**src/rtl/cg_memory_arbiter.sv**
```systemverilog
// Two-requester memory arbiter: independent read and write paths, each a
// small FSM with its own round-robin pointer, one transaction in flight per path.
module cg_memory_arbiter #(
  parameter int DATA_WIDTH = 32,
  parameter int ADDR_WIDTH = 32
) (
  input  logic                  i_clk,
  input  logic                  i_rstn,
  // requester 0
  input  logic                  s0_raddr_valid,
  output logic                  s0_raddr_ready,
  input  logic [ADDR_WIDTH-1:0] s0_raddr,
  output logic                  s0_rdata_valid,
  input  logic                  s0_rdata_ready,
  output logic [DATA_WIDTH-1:0] s0_rdata,
  input  logic                  s0_wdata_valid,
  output logic                  s0_wdata_ready,
  input  logic                  s0_wen,
  input  logic [ADDR_WIDTH-1:0] s0_waddr,
  input  logic [DATA_WIDTH-1:0] s0_wdata,
  // requester 1
  input  logic                  s1_raddr_valid,
  output logic                  s1_raddr_ready,
  input  logic [ADDR_WIDTH-1:0] s1_raddr,
  output logic                  s1_rdata_valid,
  input  logic                  s1_rdata_ready,
  output logic [DATA_WIDTH-1:0] s1_rdata,
  input  logic                  s1_wdata_valid,
  output logic                  s1_wdata_ready,
  input  logic                  s1_wen,
  input  logic [ADDR_WIDTH-1:0] s1_waddr,
  input  logic [DATA_WIDTH-1:0] s1_wdata,
  // memory side
  output logic                  m_raddr_valid,
  input  logic                  m_raddr_ready,
  output logic [ADDR_WIDTH-1:0] m_raddr,
  input  logic                  m_rdata_valid,
  output logic                  m_rdata_ready,
  input  logic [DATA_WIDTH-1:0] m_rdata,
  output logic                  m_wdata_valid,
  input  logic                  m_wdata_ready,
  output logic                  m_wen,
  output logic [ADDR_WIDTH-1:0] m_waddr,
  output logic [DATA_WIDTH-1:0] m_wdata
);

  typedef enum logic [1:0] {R_IDLE, R_ADDR, R_DATA} rd_state_e;
  typedef enum logic       {W_IDLE, W_BUSY}         wr_state_e;

  rd_state_e             r_rd_state;
  rd_state_e             w_rd_state_next;
  logic                  r_rd_ptr;    // 1 = requester 1 favoured on a tie
  logic                  r_rd_owner;
  logic [ADDR_WIDTH-1:0] r_raddr;
  logic                  w_rd_gnt0;
  logic                  w_rd_gnt1;
  logic                  w_rd_take;
  logic                  w_m_rdata_ready;

  wr_state_e             r_wr_state;
  wr_state_e             w_wr_state_next;
  logic                  r_wr_ptr;
  logic                  r_wen;
  logic [ADDR_WIDTH-1:0] r_waddr;
  logic [DATA_WIDTH-1:0] r_wdata;
  logic                  w_wr_gnt0;
  logic                  w_wr_gnt1;
  logic                  w_wr_take;

  // Read data is broadcast; only the valid strobe is steered to the owner.
  assign s0_rdata      = m_rdata;
  assign s1_rdata      = m_rdata;
  assign m_raddr       = r_raddr;
  assign m_rdata_ready = w_m_rdata_ready;

  assign w_rd_gnt0 = s0_raddr_valid & (~s1_raddr_valid | ~r_rd_ptr);
  assign w_rd_gnt1 = s1_raddr_valid & (~s0_raddr_valid |  r_rd_ptr);
  assign w_rd_take = (r_rd_state == R_IDLE) & (w_rd_gnt0 | w_rd_gnt1);

  always_ff @(posedge i_clk) begin
    if (!i_rstn) begin
      r_rd_state <= R_IDLE;
      r_rd_ptr   <= 1'b0;
      r_rd_owner <= 1'b0;
      r_raddr    <= '0;
    end else begin
      r_rd_state <= w_rd_state_next;
      if (w_rd_take) begin
        r_rd_ptr   <= w_rd_gnt0;
        r_rd_owner <= w_rd_gnt1;
        r_raddr    <= w_rd_gnt1 ? s1_raddr : s0_raddr;
      end
    end
  end

  always_comb begin
    w_rd_state_next = r_rd_state;
    s0_raddr_ready  = 1'b0;
    s1_raddr_ready  = 1'b0;
    s0_rdata_valid  = 1'b0;
    s1_rdata_valid  = 1'b0;
    w_m_rdata_ready = 1'b0;
    m_raddr_valid   = 1'b0;
    case (r_rd_state)
      R_IDLE: begin
        // Readies are held low while reset is asserted: a grant cannot be captured then.
        s0_raddr_ready = i_rstn & w_rd_gnt0;
        s1_raddr_ready = i_rstn & w_rd_gnt1;
        if (w_rd_take) w_rd_state_next = R_ADDR;
      end
      R_ADDR: begin
        m_raddr_valid = 1'b1;
        if (m_raddr_ready) w_rd_state_next = R_DATA;
      end
      R_DATA: begin
        if (r_rd_owner) begin
          s1_rdata_valid  = m_rdata_valid;
          w_m_rdata_ready = s1_rdata_ready;
        end else begin
          s0_rdata_valid  = m_rdata_valid;
          w_m_rdata_ready = s0_rdata_ready;
        end
        if (m_rdata_valid & w_m_rdata_ready) w_rd_state_next = R_IDLE;
      end
      default: w_rd_state_next = R_IDLE;
    endcase
  end

  assign m_wdata_valid = (r_wr_state == W_BUSY);
  assign m_wen         = r_wen;
  assign m_waddr       = r_waddr;
  assign m_wdata       = r_wdata;

  assign w_wr_gnt0 = s0_wdata_valid & (~s1_wdata_valid | ~r_wr_ptr);
  assign w_wr_gnt1 = s1_wdata_valid & (~s0_wdata_valid |  r_wr_ptr);
  assign w_wr_take = (r_wr_state == W_IDLE) & (w_wr_gnt0 | w_wr_gnt1);

  always_ff @(posedge i_clk) begin
    if (!i_rstn) begin
      r_wr_state <= W_IDLE;
      r_wr_ptr   <= 1'b0;
      r_wen      <= 1'b0;
      r_waddr    <= '0;
      r_wdata    <= '0;
    end else begin
      r_wr_state <= w_wr_state_next;
      if (w_wr_take) begin
        r_wr_ptr <= w_wr_gnt0;
        r_wen    <= w_wr_gnt1 ? s1_wen   : s0_wen;
        r_waddr  <= w_wr_gnt1 ? s1_waddr : s0_waddr;
        r_wdata  <= w_wr_gnt1 ? s1_wdata : s0_wdata;
      end
    end
  end

  always_comb begin
    w_wr_state_next = r_wr_state;
    s0_wdata_ready  = 1'b0;
    s1_wdata_ready  = 1'b0;
    case (r_wr_state)
      W_IDLE: begin
        s0_wdata_ready = i_rstn & w_wr_gnt0;
        s1_wdata_ready = i_rstn & w_wr_gnt1;
        if (w_wr_take) w_wr_state_next = W_BUSY;
      end
      W_BUSY: begin
        if (m_wdata_ready) w_wr_state_next = W_IDLE;
      end
      default: w_wr_state_next = W_IDLE;
    endcase
  end

endmodule
```
**config.mk**
```make
export PLATFORM = sky130hd
export DESIGN_NAME = cg_memory_arbiter
export DESIGN_NICKNAME = d
export VERILOG_FILES = /design/src/rtl/cg_memory_arbiter.sv
export SDC_FILE = /design/constraint.sdc
export NUM_CORES = 1
export LEC_CHECK = 0
export ABC_AREA = 1
export CAP_MARGIN = 5
export CORE_MARGIN = 3
export CORE_UTILIZATION = 25
export DETAILED_ROUTE_END_ITERATION = 10
export GPL_TIMING_DRIVEN = 0
export PLACE_DENSITY_LB_ADDON = 0.3
export SLEW_MARGIN = 20
export SYNTH_ARGS = -nofsm -noshare
export SYNTH_HDL_FRONTEND = slang
export SYNTH_SLANG_ARGS = --single-unit
```
**constraint.sdc**
```tcl
create_clock -name i_clk -period 2.6 [get_ports i_clk]
set_clock_uncertainty 0.2 [all_clocks]
set_input_delay 0.39 -clock i_clk [delete_from_list [all_inputs] [get_ports i_clk]]
set_output_delay 0.39 -clock i_clk [all_outputs]
set_load 0.02 [all_outputs]
```
==> metrics.md <==
| Metric | Value |
|---|---|
| Status | finished, final reports clean |
| Fin nets | 1587 |
| IO Port Bufs | 374 |
| Relative slew slack | 61.9% |
| Synth Area in XOR/XNOR | 0% |
| Critical Path End Type | primary output |
| Share of layout cells above drive strength 1 | 9.00% |
| DIE AREA | 25500 sq um |
| CTS max path bufs | 2 |
| Post-Synthesis Cells | 965 |
| Area fraction in compound gates after synthesis | 8.82% |
| Count leader, synth | nor2_1 |
| Fin. Hold Viols | 0 |
| Combinational share of power | 37.9% |
| Slew Viols, Final | 0 |
| Multiplexer share of the synthesized area | 0% |
| Critical path required time | 2.01 ns |
| Power consumption | 5.19 mW |
| CTS HTree Levels | 3 |
| MaxCap Viol Count | 0 |
| Postcts setup bufs | 0 |
| Adder-Cell Fraction of Synth Area | 0% |
| Ys async rst share | 0% |
| EDFF count, synth | 0 |
| Critical path class | in -> out |
| Synthesized flop and latch total | 103 |
| Vias/cell | 4.26 |
| Synth-to-Final Area Change | 75.0% |
| Fin cells | 1668 |
| GPL Wtd Cong | 0.847 |
| Total GRT Usage | 18.0% |
| # DRC | 0 |
| Row cnt | 55 |
| Initial antenna violation count | 1 |
| PD cells | 502 nW/um^2 |
| Detail Route Antenna Nets | 0 |
| Dpl cells | 1652 |
| CTS Sinks | 103 |
| Final worst path period share | 97.3% |
| RSZ-0062 raised after global routing | false |
| Synth warn | 0 |
| Vias | 7109 |
| Pin count of the biggest net entering global routing | 19 |
| Die Ht | 160 um |
| Most instantiated cells after synthesis | 205 x nor2_1, 150 x nand2_1, 142 x inv_1 |
| Power share of the clock group | 26.5% |
| WL final | 24000 um |
| Yosys top cell area share | 34.9% |
| Worst hold path class | reg -> reg |
| Num CTS Buffers | 9 |
| CP arrival | 1.94 ns |
| IO Count | 407 |
| Sequential Power Share | 35.7% |
| Drt wl/cell | 14.4 um |
| Multi-input gate area | 2540 sq um |
| # setup viols final | 0 |
| Filler cell count | 2439 |
| Worst-path fanout max | 10 |
| Synthesized area per cell | 6.13 sq um |
| Synth area leader | dfxtp_1 |
| Synth area leaders | dfxtp_1 35%, nor2_1 13%, nand3_1 11% |
| CTS tree | built |
| Ant diodes | 0 |
| Net Sw Power | 1.77 mW |
| Fin worst setup slack | 0.0711 ns |
| Number of distinct library cells after synthesis | 18 |
| Top FF cell, synth | dfxtp_1 |
| Int Power | 3.43 mW |
| 1st-iter DRT viols | 295 |
| Final Instance Area | 10300 sq um |
| Simple-Gate Fraction of Synth Area | 34.1% |
| Maximum VDD drop | 0.000369 V |
| Initial Util | 25.8% |
| Worst slack, placed | -0.501 ns |
| Sw frac | 34.0% |
| Skew-Pair Late Insertion Delay | 0.35 ns |
| Peak Freq | 395 MHz |
| CP Launch Type | input pin |
| Pre-antenna DRT Iters | 4 |
| Post-DP HPWL | 19200 um |
| Core area | 22900 sq um |
| CTS clk-pin slew, worst paths | 0.07 ns |
| Period minus WS final | 2.53 ns |
| Die width | 160 um |
| Vias in the first global route | 6976 |
| Placed cell area | 10000 sq um |
| Largest family of logic cells by synthesized area | simple AND/OR/NAND/NOR gates |
| Mapped Area | 5910 sq um |
| Least-Margin Pin Slew | 0.572 ns |
| Lkg Pwr | 4.84 nW |
| Root Driver | clkbuf_16 |
| Syn nets | 1202 |
| Seq/Total Area, Yosys | 34.9% |
| First-pass GRT wire length | 37000 um |
| Total grt overflow | 0 |
| Area occupied by registers | 2060 sq um |
-- placed cells by master, fill, tap and decap left out, types with 2 or more instances in the layout --
cell type,count
buf_4,75
clkdlybuf4s50_1,371
clkbuf_2,2
dfxtp_1,103
buf_1,2
inv_8,2
nand2_1,149
a21oi_1,37
nand3_1,131
clkbuf_1,21
inv_1,142
o21ai_1,20
clkbuf_16,9
nor2_1,205
o21ai_0,46
nand2_2,2
nor3_1,2
buf_2,24
-- power by group through the flow --
stage	Clock [mW]	Combinational (mW)	Sequential (mW)
floorplan	0	0.785	2.09
global placement	0	1.97	1.88
detailed placement	0	1.98	1.89
CTS	1.43	1.99	1.86
global route	1.48	2.15	1.88
finish	1.37	1.96	1.85
-- layer usage --
layer / vias up / wire length (um) / track usage (%)
met5: - / 12 / 0
met3: 29 / 2340 / 6.85
met1: 3141 / 9210 / 19.7
li1: 3658 / - / -
met2: 279 / 12000 / 32.6
met4: 2 / 436 / 4.69
-- flip-flops by register name (all words and copies together) (netlist names) --
register / count
m_wdata_valid: 1
m_wen: 1
m_waddr: 32
m_raddr: 32
r_rd_state: 2
r_rd_ptr: 1
r_rd_owner: 1
r_wr_ptr: 1
m_wdata: 32
-- final timing paths --
check	cells past startpoint	slack, ns	to	from
setup / recovery	5	0.07	s1_raddr_ready	s1_raddr_valid
hold / removal	2	0.29	r_wr_ptr	r_wr_ptr
setup reg to reg	8	1.01	m_waddr[11]	r_wr_ptr
hold reg to reg	2	0.29	r_wr_ptr	r_wr_ptr
-- area by class of cell --
class / instances / share of cell area [%]
Clock buffer: 10 / 2.31
Clock inverter: 6 / 0.508
Tap cell: 313 / 3.78
Buffer: 124 / 7.53
Multi-Input combinational cell: 594 / 24.5
Timing Repair Buffer: 374 / 36.2
Sequential cell: 103 / 19.9
Inverter: 144 / 5.22
-- what timing repair did --
action	CTS	global route
hold buffers	0	0
setup endpoints to repair	4	1
resized for setup	9	1
-- per-stage QoR --
stage	util, %	TNS [ns]	hold slack (ns)
floorplan	-	0	0.253
global placement	43.9	-1.64	0.271
detailed placement	43.9	-1.92	0.283
CTS	45.2	0	0.295
global route	45.2	0	0.321
finish	45.2	0	0.293
-- cell families (layout without fill, tap and decap cells) --
group	after synthesis	after routing
DFF	103	103
buffers and inverters	268	658
and+or+nand+nor	490	490
AOI/OAI and AO/OA	104	104
-- worst max-delay path, stage by stage --
cell and delay [ns]:
clkdlybuf4s50_1 0.53, nand2_1 0.21, clkbuf_2 0.26, a21oi_1 0.18, clkdlybuf4s15_1 0.37
Note: power is estimated with default switching activity, not from simulation.
